File: src/rtl/game_pkg.sv
// Shared constants and types for the game storage sequencer: directions,
// storage modes, reset positions, FSM encoding and the request record.
package game_pkg;

  localparam logic [7:0] DIR_UP    = 8'h00;
  localparam logic [7:0] DIR_DOWN  = 8'h01;
  localparam logic [7:0] DIR_LEFT  = 8'h03;
  localparam logic [7:0] DIR_RIGHT = 8'h07;

  localparam logic [3:0] MODE_RAM     = 4'b0000;
  localparam logic [3:0] MODE_T1      = 4'b0001;
  localparam logic [3:0] MODE_T1_PROJ = 4'b0011;
  localparam logic [3:0] MODE_T2      = 4'b0101;
  localparam logic [3:0] MODE_T2_PROJ = 4'b0111;

  localparam logic [7:0] POS_MIN = 8'h00;
  localparam logic [7:0] POS_MAX = 8'hFF;

  // Slot order inside a frame; bit 1 selects the player, bit 0 marks a projectile.
  localparam logic [1:0] SLOT_T1 = 2'd0;
  localparam logic [1:0] SLOT_P1 = 2'd1;
  localparam logic [1:0] SLOT_T2 = 2'd2;
  localparam logic [1:0] SLOT_P2 = 2'd3;

  typedef enum logic [2:0] {
    ST_IDLE,
    ST_SLOT,
    ST_ISSUE,
    ST_WAIT,
    ST_LOAD,
    ST_CAPTURE,
    ST_CHECK,
    ST_DONE
  } state_e;

  typedef struct packed {
    logic       move;
    logic       fire;
    logic [7:0] dir;
  } req_t;

  function automatic logic [3:0] slot_mode(input logic [1:0] slot);
    case (slot)
      SLOT_T1: return MODE_T1;
      SLOT_P1: return MODE_T1_PROJ;
      SLOT_T2: return MODE_T2;
      default: return MODE_T2_PROJ;
    endcase
  endfunction

endpackage

File: src/rtl/req_latch.sv
// Per-player request latch: holds move/fire pulses and the latest direction
// until a frame takes them; a pulse in the take cycle joins that frame.
module req_latch
  import game_pkg::*;
(
  input  logic       clk,
  input  logic       reset,
  input  logic       move,
  input  logic [7:0] dir,
  input  logic       fire,
  input  logic       take,
  output req_t       req
);

  logic       move_q;
  logic       fire_q;
  logic [7:0] dir_q;

  // NOTE: sequential state is written with non-blocking assignments only, so
  // every flop samples the pre-edge value of every other flop.
  always_ff @(posedge clk) begin
    if (reset) begin
      move_q <= 1'b0;
      fire_q <= 1'b0;
      dir_q  <= DIR_UP;
    end else if (take) begin
      move_q <= 1'b0;
      fire_q <= 1'b0;
    end else begin
      if (move) begin
        move_q <= 1'b1;
        dir_q  <= dir;
      end
      if (fire) fire_q <= 1'b1;
    end
  end

  // NOTE: every field gets a value on every path, so no latch is inferred.
  always_comb begin
    req.move = move_q | move;
    req.fire = fire_q | fire;
    req.dir  = move ? dir : dir_q;
  end

endmodule

File: src/rtl/storage_sequencer.sv
// Frame sequencer for the game storage/ALU: services T1, P1, T2, P2 in order,
// tracks shadow positions/directions, projectile life, hits and scores.
module storage_sequencer
  import game_pkg::*;
#(
  parameter int unsigned LAT     = 2,
  parameter int unsigned SCORE_W = 4
) (
  input  logic               clk,
  input  logic               reset,
  input  logic               tick,
  input  logic               p1_move,
  input  logic [7:0]         p1_dir,
  input  logic               p1_fire,
  input  logic               p2_move,
  input  logic [7:0]         p2_dir,
  input  logic               p2_fire,
  output logic [3:0]         st_mode,
  output logic               st_wren,
  output logic               st_load_out,
  output logic [7:0]         st_address,
  output logic [7:0]         st_data,
  input  logic [7:0]         st_q,
  output logic               busy,
  output logic               frame_done,
  output logic               hit1,
  output logic               hit2,
  output logic [SCORE_W-1:0] p1_score,
  output logic [SCORE_W-1:0] p2_score,
  output logic               overrun
);

  localparam logic [3:0]         WAIT_INIT = (LAT > 1) ? 4'(LAT - 2) : 4'd0;
  localparam logic [SCORE_W-1:0] SCORE_MAX = {SCORE_W{1'b1}};

  state_e           state;
  logic [1:0]       slot;
  logic [3:0]       wait_cnt;
  logic [3:0][7:0]  pos;
  logic [3:0][7:0]  dir;
  logic [1:0]       proj_active;
  req_t [1:0]       snap;

  req_t             req1;
  req_t             req2;
  logic             accept;

  logic             cur_player;
  logic             cur_is_proj;
  logic [1:0]       tank_slot;
  req_t             cur_req;
  logic             launch;
  logic             serviced;
  logic [7:0]       cur_addr;
  logic [7:0]       cur_dir;
  logic             last_slot;
  logic             hit1_now;
  logic             hit2_now;

  assign accept = (state == ST_IDLE) && tick;

  req_latch u_req1 (
    .clk   (clk),
    .reset (reset),
    .move  (p1_move),
    .dir   (p1_dir),
    .fire  (p1_fire),
    .take  (accept),
    .req   (req1)
  );

  req_latch u_req2 (
    .clk   (clk),
    .reset (reset),
    .move  (p2_move),
    .dir   (p2_dir),
    .fire  (p2_fire),
    .take  (accept),
    .req   (req2)
  );

  // A launching projectile starts from its owning tank's current shadow state.
  always_comb begin
    cur_player  = slot[1];
    cur_is_proj = slot[0];
    tank_slot   = {slot[1], 1'b0};
    cur_req     = snap[cur_player];
    launch      = cur_is_proj && cur_req.fire && !proj_active[cur_player];
    serviced    = cur_is_proj ? (proj_active[cur_player] || cur_req.fire) : cur_req.move;
    cur_addr    = launch ? pos[tank_slot] : pos[slot];
    if (!cur_is_proj)  cur_dir = cur_req.dir;
    else if (launch)   cur_dir = dir[tank_slot];
    else               cur_dir = dir[slot];
    last_slot   = (slot == SLOT_P2);
    hit1_now    = proj_active[0] && (pos[SLOT_P1] == pos[SLOT_T2]);
    hit2_now    = proj_active[1] && (pos[SLOT_P2] == pos[SLOT_T1]);
  end

  always_ff @(posedge clk) begin
    if (reset) begin
      state       <= ST_IDLE;
      slot        <= SLOT_T1;
      wait_cnt    <= 4'd0;
      // NOTE: the shadow tables are plain flops that define game state, so
      // they are reset like any other register.
      pos         <= {POS_MAX, POS_MAX, POS_MIN, POS_MIN};
      dir         <= {DIR_UP, DIR_UP, DIR_DOWN, DIR_DOWN};
      proj_active <= 2'b00;
      snap        <= '0;
      st_mode     <= MODE_RAM;
      st_wren     <= 1'b0;
      st_load_out <= 1'b0;
      st_address  <= 8'h00;
      st_data     <= 8'h00;
      busy        <= 1'b0;
      frame_done  <= 1'b0;
      hit1        <= 1'b0;
      hit2        <= 1'b0;
      p1_score    <= '0;
      p2_score    <= '0;
      overrun     <= 1'b0;
    end else begin
      st_wren     <= 1'b0;
      st_load_out <= 1'b0;
      frame_done  <= 1'b0;
      hit1        <= 1'b0;
      hit2        <= 1'b0;

      if (tick && state != ST_IDLE) overrun <= 1'b1;

      case (state)
        ST_IDLE: begin
          if (tick) begin
            snap  <= {req2, req1};
            slot  <= SLOT_T1;
            busy  <= 1'b1;
            state <= ST_SLOT;
          end
        end

        ST_SLOT: begin
          if (serviced) begin
            if (launch) begin
              proj_active[cur_player] <= 1'b1;
              pos[slot]               <= cur_addr;
              dir[slot]               <= cur_dir;
            end
            st_mode    <= slot_mode(slot);
            st_wren    <= 1'b1;
            st_address <= cur_addr;
            st_data    <= cur_dir;
            state      <= ST_ISSUE;
          end else if (last_slot) begin
            state <= ST_CHECK;
          end else begin
            slot <= slot + 2'd1;
          end
        end

        ST_ISSUE: begin
          if (LAT > 1) begin
            wait_cnt <= WAIT_INIT;
            state    <= ST_WAIT;
          end else begin
            st_load_out <= 1'b1;
            state       <= ST_LOAD;
          end
        end

        ST_WAIT: begin
          if (wait_cnt == 4'd0) begin
            st_load_out <= 1'b1;
            state       <= ST_LOAD;
          end else begin
            wait_cnt <= wait_cnt - 4'd1;
          end
        end

        ST_LOAD: state <= ST_CAPTURE;

        // A projectile whose position did not change has hit the border.
        ST_CAPTURE: begin
          pos[slot] <= st_q;
          if (cur_is_proj) begin
            if (st_q == pos[slot]) proj_active[cur_player] <= 1'b0;
          end else begin
            dir[slot] <= cur_req.dir;
          end
          st_mode    <= MODE_RAM;
          st_address <= 8'h00;
          st_data    <= 8'h00;
          if (last_slot) begin
            state <= ST_CHECK;
          end else begin
            slot  <= slot + 2'd1;
            state <= ST_SLOT;
          end
        end

        ST_CHECK: begin
          if (hit1_now) begin
            proj_active[0] <= 1'b0;
            if (p1_score != SCORE_MAX) p1_score <= p1_score + SCORE_W'(1);
          end
          if (hit2_now) begin
            proj_active[1] <= 1'b0;
            if (p2_score != SCORE_MAX) p2_score <= p2_score + SCORE_W'(1);
          end
          hit1       <= hit1_now;
          hit2       <= hit2_now;
          frame_done <= 1'b1;
          state      <= ST_DONE;
        end

        ST_DONE: begin
          busy  <= 1'b0;
          state <= ST_IDLE;
        end

        default: state <= ST_IDLE;
      endcase
    end
  end

endmodule

File: config.mk
export PLATFORM = sky130hd
export DESIGN_NAME = storage_sequencer
export DESIGN_NICKNAME = d
export VERILOG_FILES = /design/src/rtl/game_pkg.sv /design/src/rtl/req_latch.sv /design/src/rtl/storage_sequencer.sv
export SDC_FILE = /design/constraint.sdc
export NUM_CORES = 1
export LEC_CHECK = 0
export BUFFER_PORTS_ARGS = -buffer_cell sky130_fd_sc_hd__buf_2
export CAP_MARGIN = 30
export CORE_MARGIN = 2
export CORE_UTILIZATION = 60
export CTS_CLUSTER_SIZE = 10
export DETAILED_ROUTE_END_ITERATION = 7
export PLACE_DENSITY = 0.81
export SYNTH_ARGS = -nofsm -noshare
export SYNTH_HDL_FRONTEND = slang
export SYNTH_SLANG_ARGS = --single-unit
File: constraint.sdc
create_clock -name clk -period 5.16 [get_ports clk]
set_clock_uncertainty 0.1 [all_clocks]
set_input_delay 1.032 -clock clk [delete_from_list [all_inputs] [get_ports clk]]
set_output_delay 1.032 -clock clk [all_outputs]
set_load 0.01 [all_outputs]
# Word-level counts from Yosys, hierarchy flattened
# Cells that the tools add are included.
[op_classes]
order_cmp = 5
muxes = 64
addsub = 4
reduce_logical = 35
eq_ne = 27
bitwise_logic = 10
[ops]
columns = ["op", "count"]
rows = [
  ["two-way mux 32 bit", 5],
  ["bitwise mux 32 bit", 4],
  ["case mux 32 bit (2 select lines)", 2],
  ["two-way mux 8 bit", 14],
  ["binary-select mux 8 bit (select 2 bit)", 2],
  ["case mux 8 bit (2 select lines)", 2],
  ["== test 8 bit", 3],
  ["case mux 3 bit (8 select lines)", 1],
  ["inequality test 2 bit, second input constant", 11],
  ["two-way mux 10 bit", 2],
  ["demux 8 bit (select 2 bit)", 1],
  ["case mux 4 bit (2 select lines)", 2],
  ["two-way mux 3 bit", 5],
  ["AND reduction 3 bit", 5],
  ["two-way mux 2 bit", 7],
  ["== test 3 bit, second input constant", 4],
  ["case mux 2 bit (3 select lines)", 2],
  ["AND reduction 6 bit", 2],
  ["two-way mux 1 bit", 10],
  ["case mux 3 bit (3 select lines)", 1],
  ["nonzero test 3 bit", 3],
  ["adder 4 x 1 -> 4 bit, second input constant", 2],
  ["logical AND 1 bit", 8],
  ["two-way mux 4 bit", 2],
  ["28 further kinds", 45],
]
[totals]
ff_bits = 150
out_inout_bits = 35

# Logic depth before layout (Yosys ltp)
[depth]
depth_word = 10
mapped_depth = 10
mapped_depth_nobuf = 7

# Modules after synthesis
# From an unflattened synthesis, not the netlist that was laid out.
[hier_totals]
hier_cells = 817
hier_area_um2 = 7447.1
[modules_own_cells]
columns = ["mod", "area_each_um2", "cells_per_inst", "seq_area_each_um2", "n_inst"]
rows = [
  ["storage_sequencer", 6341.1, 717, 2582.5, 1],
  ["req_latch", 553.0, 50, 200.2, 2],
]

# Worst setup path after synthesis
# No wires, ideal clock.
[synth_timing]
path_kind = "input to register"
start = "input port st_q[3]"
end = "register proj_active[0]"
slack_ns = 2.842
arrival_time_ns = 2.149
setup_time_ns = 0.069
cell_stages = 5
path_buffers = 0
path_cell_list = "nor3_1 -> o2111ai_1 -> o31a_1 -> or4b_4 -> o21ai_1"
[synth_via]
elab_chain_cells = 3
[synth_lines]
columns = ["element", "line_no", "source"]
rows = [
  ["from (decl)", "storage_sequencer.sv:23", "input logic [7:0] st_q,"],
  ["== test 8 bit", "storage_sequencer.sv:185", "if (st_q == pos[slot]) proj_active[cur_player] <= 1'b0;"],
  ["inequality test 2 bit (no source line)", "--", ""],
  ["AND reduction 6 bit (no source line)", "--", ""],
  ["to (signal, indexed assignment)", "storage_sequencer.sv:144", "proj_active[cur_player] <= 1'b1;"],
  ["to (signal, indexed assignment)", "storage_sequencer.sv:185", ""],
  ["to (signal assigned)", "storage_sequencer.sv:202", "proj_active[0] <= 1'b0;"],
  ["to (decl)", "storage_sequencer.sv:41", "logic [1:0] proj_active;"],
]
# No other way between the ends.
# A chain may end at the register's enable or synchronous reset.

# Worst setup path in the final report
[layout_timing]
start = "register slot[0]"
end = "register dir[6] in the netlist's numbering"
[layout_via]
elab_chain_cells = 8
elab_cells_between_ends = 22
cone_classes = "2 x order compare; 3 x eq/ne; 13 x mux; 4 x reduce/logical"
[layout_lines]
columns = ["element", "line_no", "source"]
rows = [
  ["from (decl)", "storage_sequencer.sv:37", "logic [1:0] slot;"],
  ["from (signal assigned)", "storage_sequencer.sv:156", "slot <= slot + 2'd1;"],
  ["from (signal assigned)", "storage_sequencer.sv:195", "slot <= slot + 2'd1;"],
  ["less-than comparator 2 x 3 -> 1 bit (implied by the code), or another cell as far along", "storage_sequencer.sv:146, storage_sequencer.sv:187", ""],
  ["logical AND 1 bit (implied by the code), or another cell as far along", "storage_sequencer.sv:146, storage_sequencer.sv:187", ""],
  ["two-way mux 8 bit (on tied branches)", "storage_sequencer.sv:146, storage_sequencer.sv:187, storage_sequencer.sv:92", ""],
  ["demux 8 bit (select 2 bit) or two-way mux 8 bit (tied branches)", "storage_sequencer.sv:146, storage_sequencer.sv:187, storage_sequencer.sv:91", ""],
  ["bitwise mux 32 bit", "storage_sequencer.sv:146", "dir[slot] <= cur_dir;"],
  ["two-way mux 32 bit", "storage_sequencer.sv:143", "if (launch) begin"],
  ["two-way mux 32 bit", "storage_sequencer.sv:142", "if (serviced) begin"],
  ["case mux 32 bit (2 select lines)", "storage_sequencer.sv:131", "case (state)"],
  ["to (signal assigned)", "storage_sequencer.sv:107", "dir <= {DIR_UP, DIR_UP, DIR_DOWN, DIR_DOWN};"],
  ["to (signal, indexed assignment)", "storage_sequencer.sv:146", ""],
  ["to (signal, indexed assignment)", "storage_sequencer.sv:187", "dir[slot] <= cur_req.dir;"],
  ["to (decl)", "storage_sequencer.sv:40", "logic [3:0][7:0] dir;"],
]
# Parallel ways exist; a longest one is shown, timed or not. The select of a mux whose other input is x is not followed.

==> out/metrics.cfg <==
[logic_synthesis]
synth_most_common_cell = dfxtp_1
synth_compound_area_share_pct = 20.3
synth_top_area_cell = dfxtp_1
synth_adder_area_share_pct = 1.38
yosysTopAreaCellShare_pct = 41.1
netlist-cell-type-count = 49
async_flop_share_pct = 0
seq_area_frac_synth_pct = 41.1
syn_area_um2 = 7250
synthFlopType = dfxtp_1
synth_edf_count = 0
synth_seq_cells = 149
synthTopCellsByArea = dfxtp_1, a211oi_1, mux2i_1, nor2_1, nand2_1
avgSynthCellArea_um2 = 8.41
synth_cells = 862
synth_nets = 901
yosysWarnings = 0
synthMuxAreaShare_pct = 8.75
synth_xor_area_share_pct = 3.73
yosys-top-cells-count = dfxtp_1, nor2_1, a211oi_1
synthSimpleGateAreaFrac_pct = 20.3
synth_top_family_by_area = simple AND/OR/NAND/NOR gates

[timing]
tightest_slew_ns = 0.983
max_freq_mhz = 303
finalSetupViolCount = 0
hold_viol_final = 0
period_share_pct = 63.9
finalCriticalPeriod_ns = 3.30
finalMaxSlewViolations = 0
finalSetupTns_ns = 0
rsz0062_at_grt = no
slew_headroom_pct = 34.4

[layout]
areaGrowthSynthToFinish_pct = 12.1
fillers = 993
multi_input_area_um2 = 3950
diodes = 0
layout.nets = 928
final_area_um2 = 8130
drive_gt1_share_pct = 13.4
layout.area.seq_um2 = 2980

[floorplan]
die_area_um2 = 13000
io_pins = 66
chipHeight_um = 114
die_w_um = 114
rows = 40
core_um2 = 11900
initial_core_util_pct = 60.9

[drt]
wire_per_inst_um = 16.6
ant_nets = 0
via_count = 6317
drcViolationCount = 0
via_per_inst = 6.02
wl_um = 17400
dr.pass1.iters = 5
first_iter_violations = 568

[global_routing]
grt_max_degree = 74
antenna_found_initial = 0
grt-ovfl-total = 0
grt_pass1_vias = 5629
grt_pass1_wl_um = 28300
grt_use_total_pct = 27.3

[critical_path]
slowest_stage = dfxtp_1
worst_setup_path_start_kind = flip-flop
path_delay_family = compound AO/OA/AOI/OAI gates
crit_type = reg2reg
crit_arrival_ns = 3.54
timing.rr.start = slot[0]
critical_path_buf_inv_count = 2
crit_start = slot[0]
cp.required_ns = 5.40
slowest_delay_ns = 0.74
cp_max_fo = 29
end_kind = flip-flop
path_cells = buf_4 > inv_1 > a211oi_4 > o21a_1 > and2_1 > nor2_1 > a211oi_1

[cts]
htree_levels = 4
cts_hold_repair.buffers = 0
numCtsBuffers = 17
cts_tree = built
post_cts_buffers = 0
root_buffer = clkbuf_16
clock_path_buffers = 2
clk-insertion-delay-late_ns = 0.44
clock-sinks = 149
cts_resized = 0
clk_pin_slew_ns = 0.07

[job]
cap_violations = 0

[power]
clock_power_share_pct = 39.9
internal_power_mw = 2.23
switchingPower_mw = 1.02
p_per_area_nw_per_um2 = 400
pwr-share-seq_pct = 40.3
switching_share_pct = 31.3
ir_drop_mv = 0.347
p_comb_share_pct = 19.8
leakagePower_nw = 3.27

[worst_hold_path]
hold_start = st_address[2]
worstHoldPathType = reg2reg

[place]
place_area_um2 = 7510
place_hpwl_um = 11400
io_buffers = 64
place_congestion = 0.867

[status]
status = finished clean

-- placed cells by master, fill, tap and decap left out, drive strengths merged, types with 2 or more instances in the layout --
cell / netlist / layout
and2: 9 / 9
dfxtp: 149 / 149
bufinv: 0 / 3
and3: 18 / 18
a31oi: 8 / 8
nor2: 144 / 144
a211o: 2 / 2
mux4: 3 / 3
o31ai: 17 / 17
nand2b: 10 / 10
clkbuf: 38 / 17
ha: 8 / 8
a211oi: 85 / 85
clkinv: 0 / 4
buf: 23 / 69
mux2i: 54 / 54
o21a: 2 / 2
nor4: 4 / 4
a21oi: 42 / 42
o21bai: 17 / 17
nand3b: 5 / 5
nand2: 83 / 83
o21ai: 31 / 31
nor2b: 5 / 5
mux2: 2 / 2
nand4: 2 / 2
xor2: 11 / 11
xnor2: 19 / 19
nand3: 28 / 28
inv: 8 / 15
nor3: 13 / 13
or2: 4 / 4
or3: 3 / 3
o31a: 9 / 9
-- area by class of cell --
cell class                      count  share of cell area (%)
Timing Repair Buffer               69                    4.43
Clock buffer                       17                    5.23
Inverter                            8                   0.369
Clock inverter                     15                    2.35
Multi-Input combinational cell    644                    48.6
Sequential cell                   149                    36.7
Tap cell                          147                    2.26
-- kinds of logic (layout without fill, tap and decap cells) --
kind of cell	Yosys count	count (layout)
simple gates	331	331
other cells	1	1
mux	59	59
flops	149	149
fa+ha+maj	8	8
compound gates	215	215
xor+xnor	30	30
buf+inv	69	109
-- worst register-to-register path: stages (launching register included) --
cell and delay (ns):
dfxtp_1 0.74, buf_4 0.42, inv_1 0.25, a211oi_4 0.36
o21a_1 0.56, and2_1 0.48, nor2_1 0.07, a211oi_1 0.22
-- layer usage --
metal	part of all wire (%)	wire length [um]	global-route usage [%]	vias up
met3	6.2	1080	6.27	32
met4	1.9	327	9.76	0
met1	47	8170	38.0	2959
met5	0	0	0	-
met2	45	7780	41.9	207
li1	-	-	-	3119
-- final timing paths --
| kind | endpoint | slack, ns | cells past startpoint |
|---|---|---|---|
| max | dir[6] | 1.86 | 7 |
| min | st_address[2] | 0.35 | 2 |
| max reg2reg | dir[6] | 1.86 | 7 |
| min reg2reg | st_address[2] | 0.35 | 2 |
-- flip-flops by register name, indices dropped and copies added (netlist names), 2 cells and up --
name	cells
wait_cnt	4
state	3
p1_score	4
u_req1.dir_q	8
proj_active	2
st_mode	3
snap	20
dir	32
slot	2
u_req2.dir_q	8
p2_score	4
pos	32
st_address	8
st_data	8
-- stage by stage --
stage | total power, mW | util [%] | hold WS, ns | worst slack, ns | std cells
after floorplan | 1.81 | - | 0.336 | 2.84 | 862
after global placement | 1.95 | 63.1 | 0.331 | 2.07 | 1017
after detailed placement | 1.96 | 63.1 | 0.337 | 1.92 | 1017
after CTS | 3.26 | 68.2 | 0.351 | 1.88 | 1049
after global routing | 3.39 | 68.2 | 0.368 | 1.52 | 1049
final | 3.25 | 68.2 | 0.345 | 1.86 | 1049
-- power by group through the flow --
stage	clock (mW)	sequential, mW	combinational [mW]
final	1.30	1.31	0.643
after global routing	1.35	1.32	0.717
after CTS	1.31	1.31	0.636
after detailed placement	0	1.33	0.629
after global placement	0	1.33	0.618
after floorplan	0	1.30	0.512
Note: power is estimated with default switching activity, not from simulation.
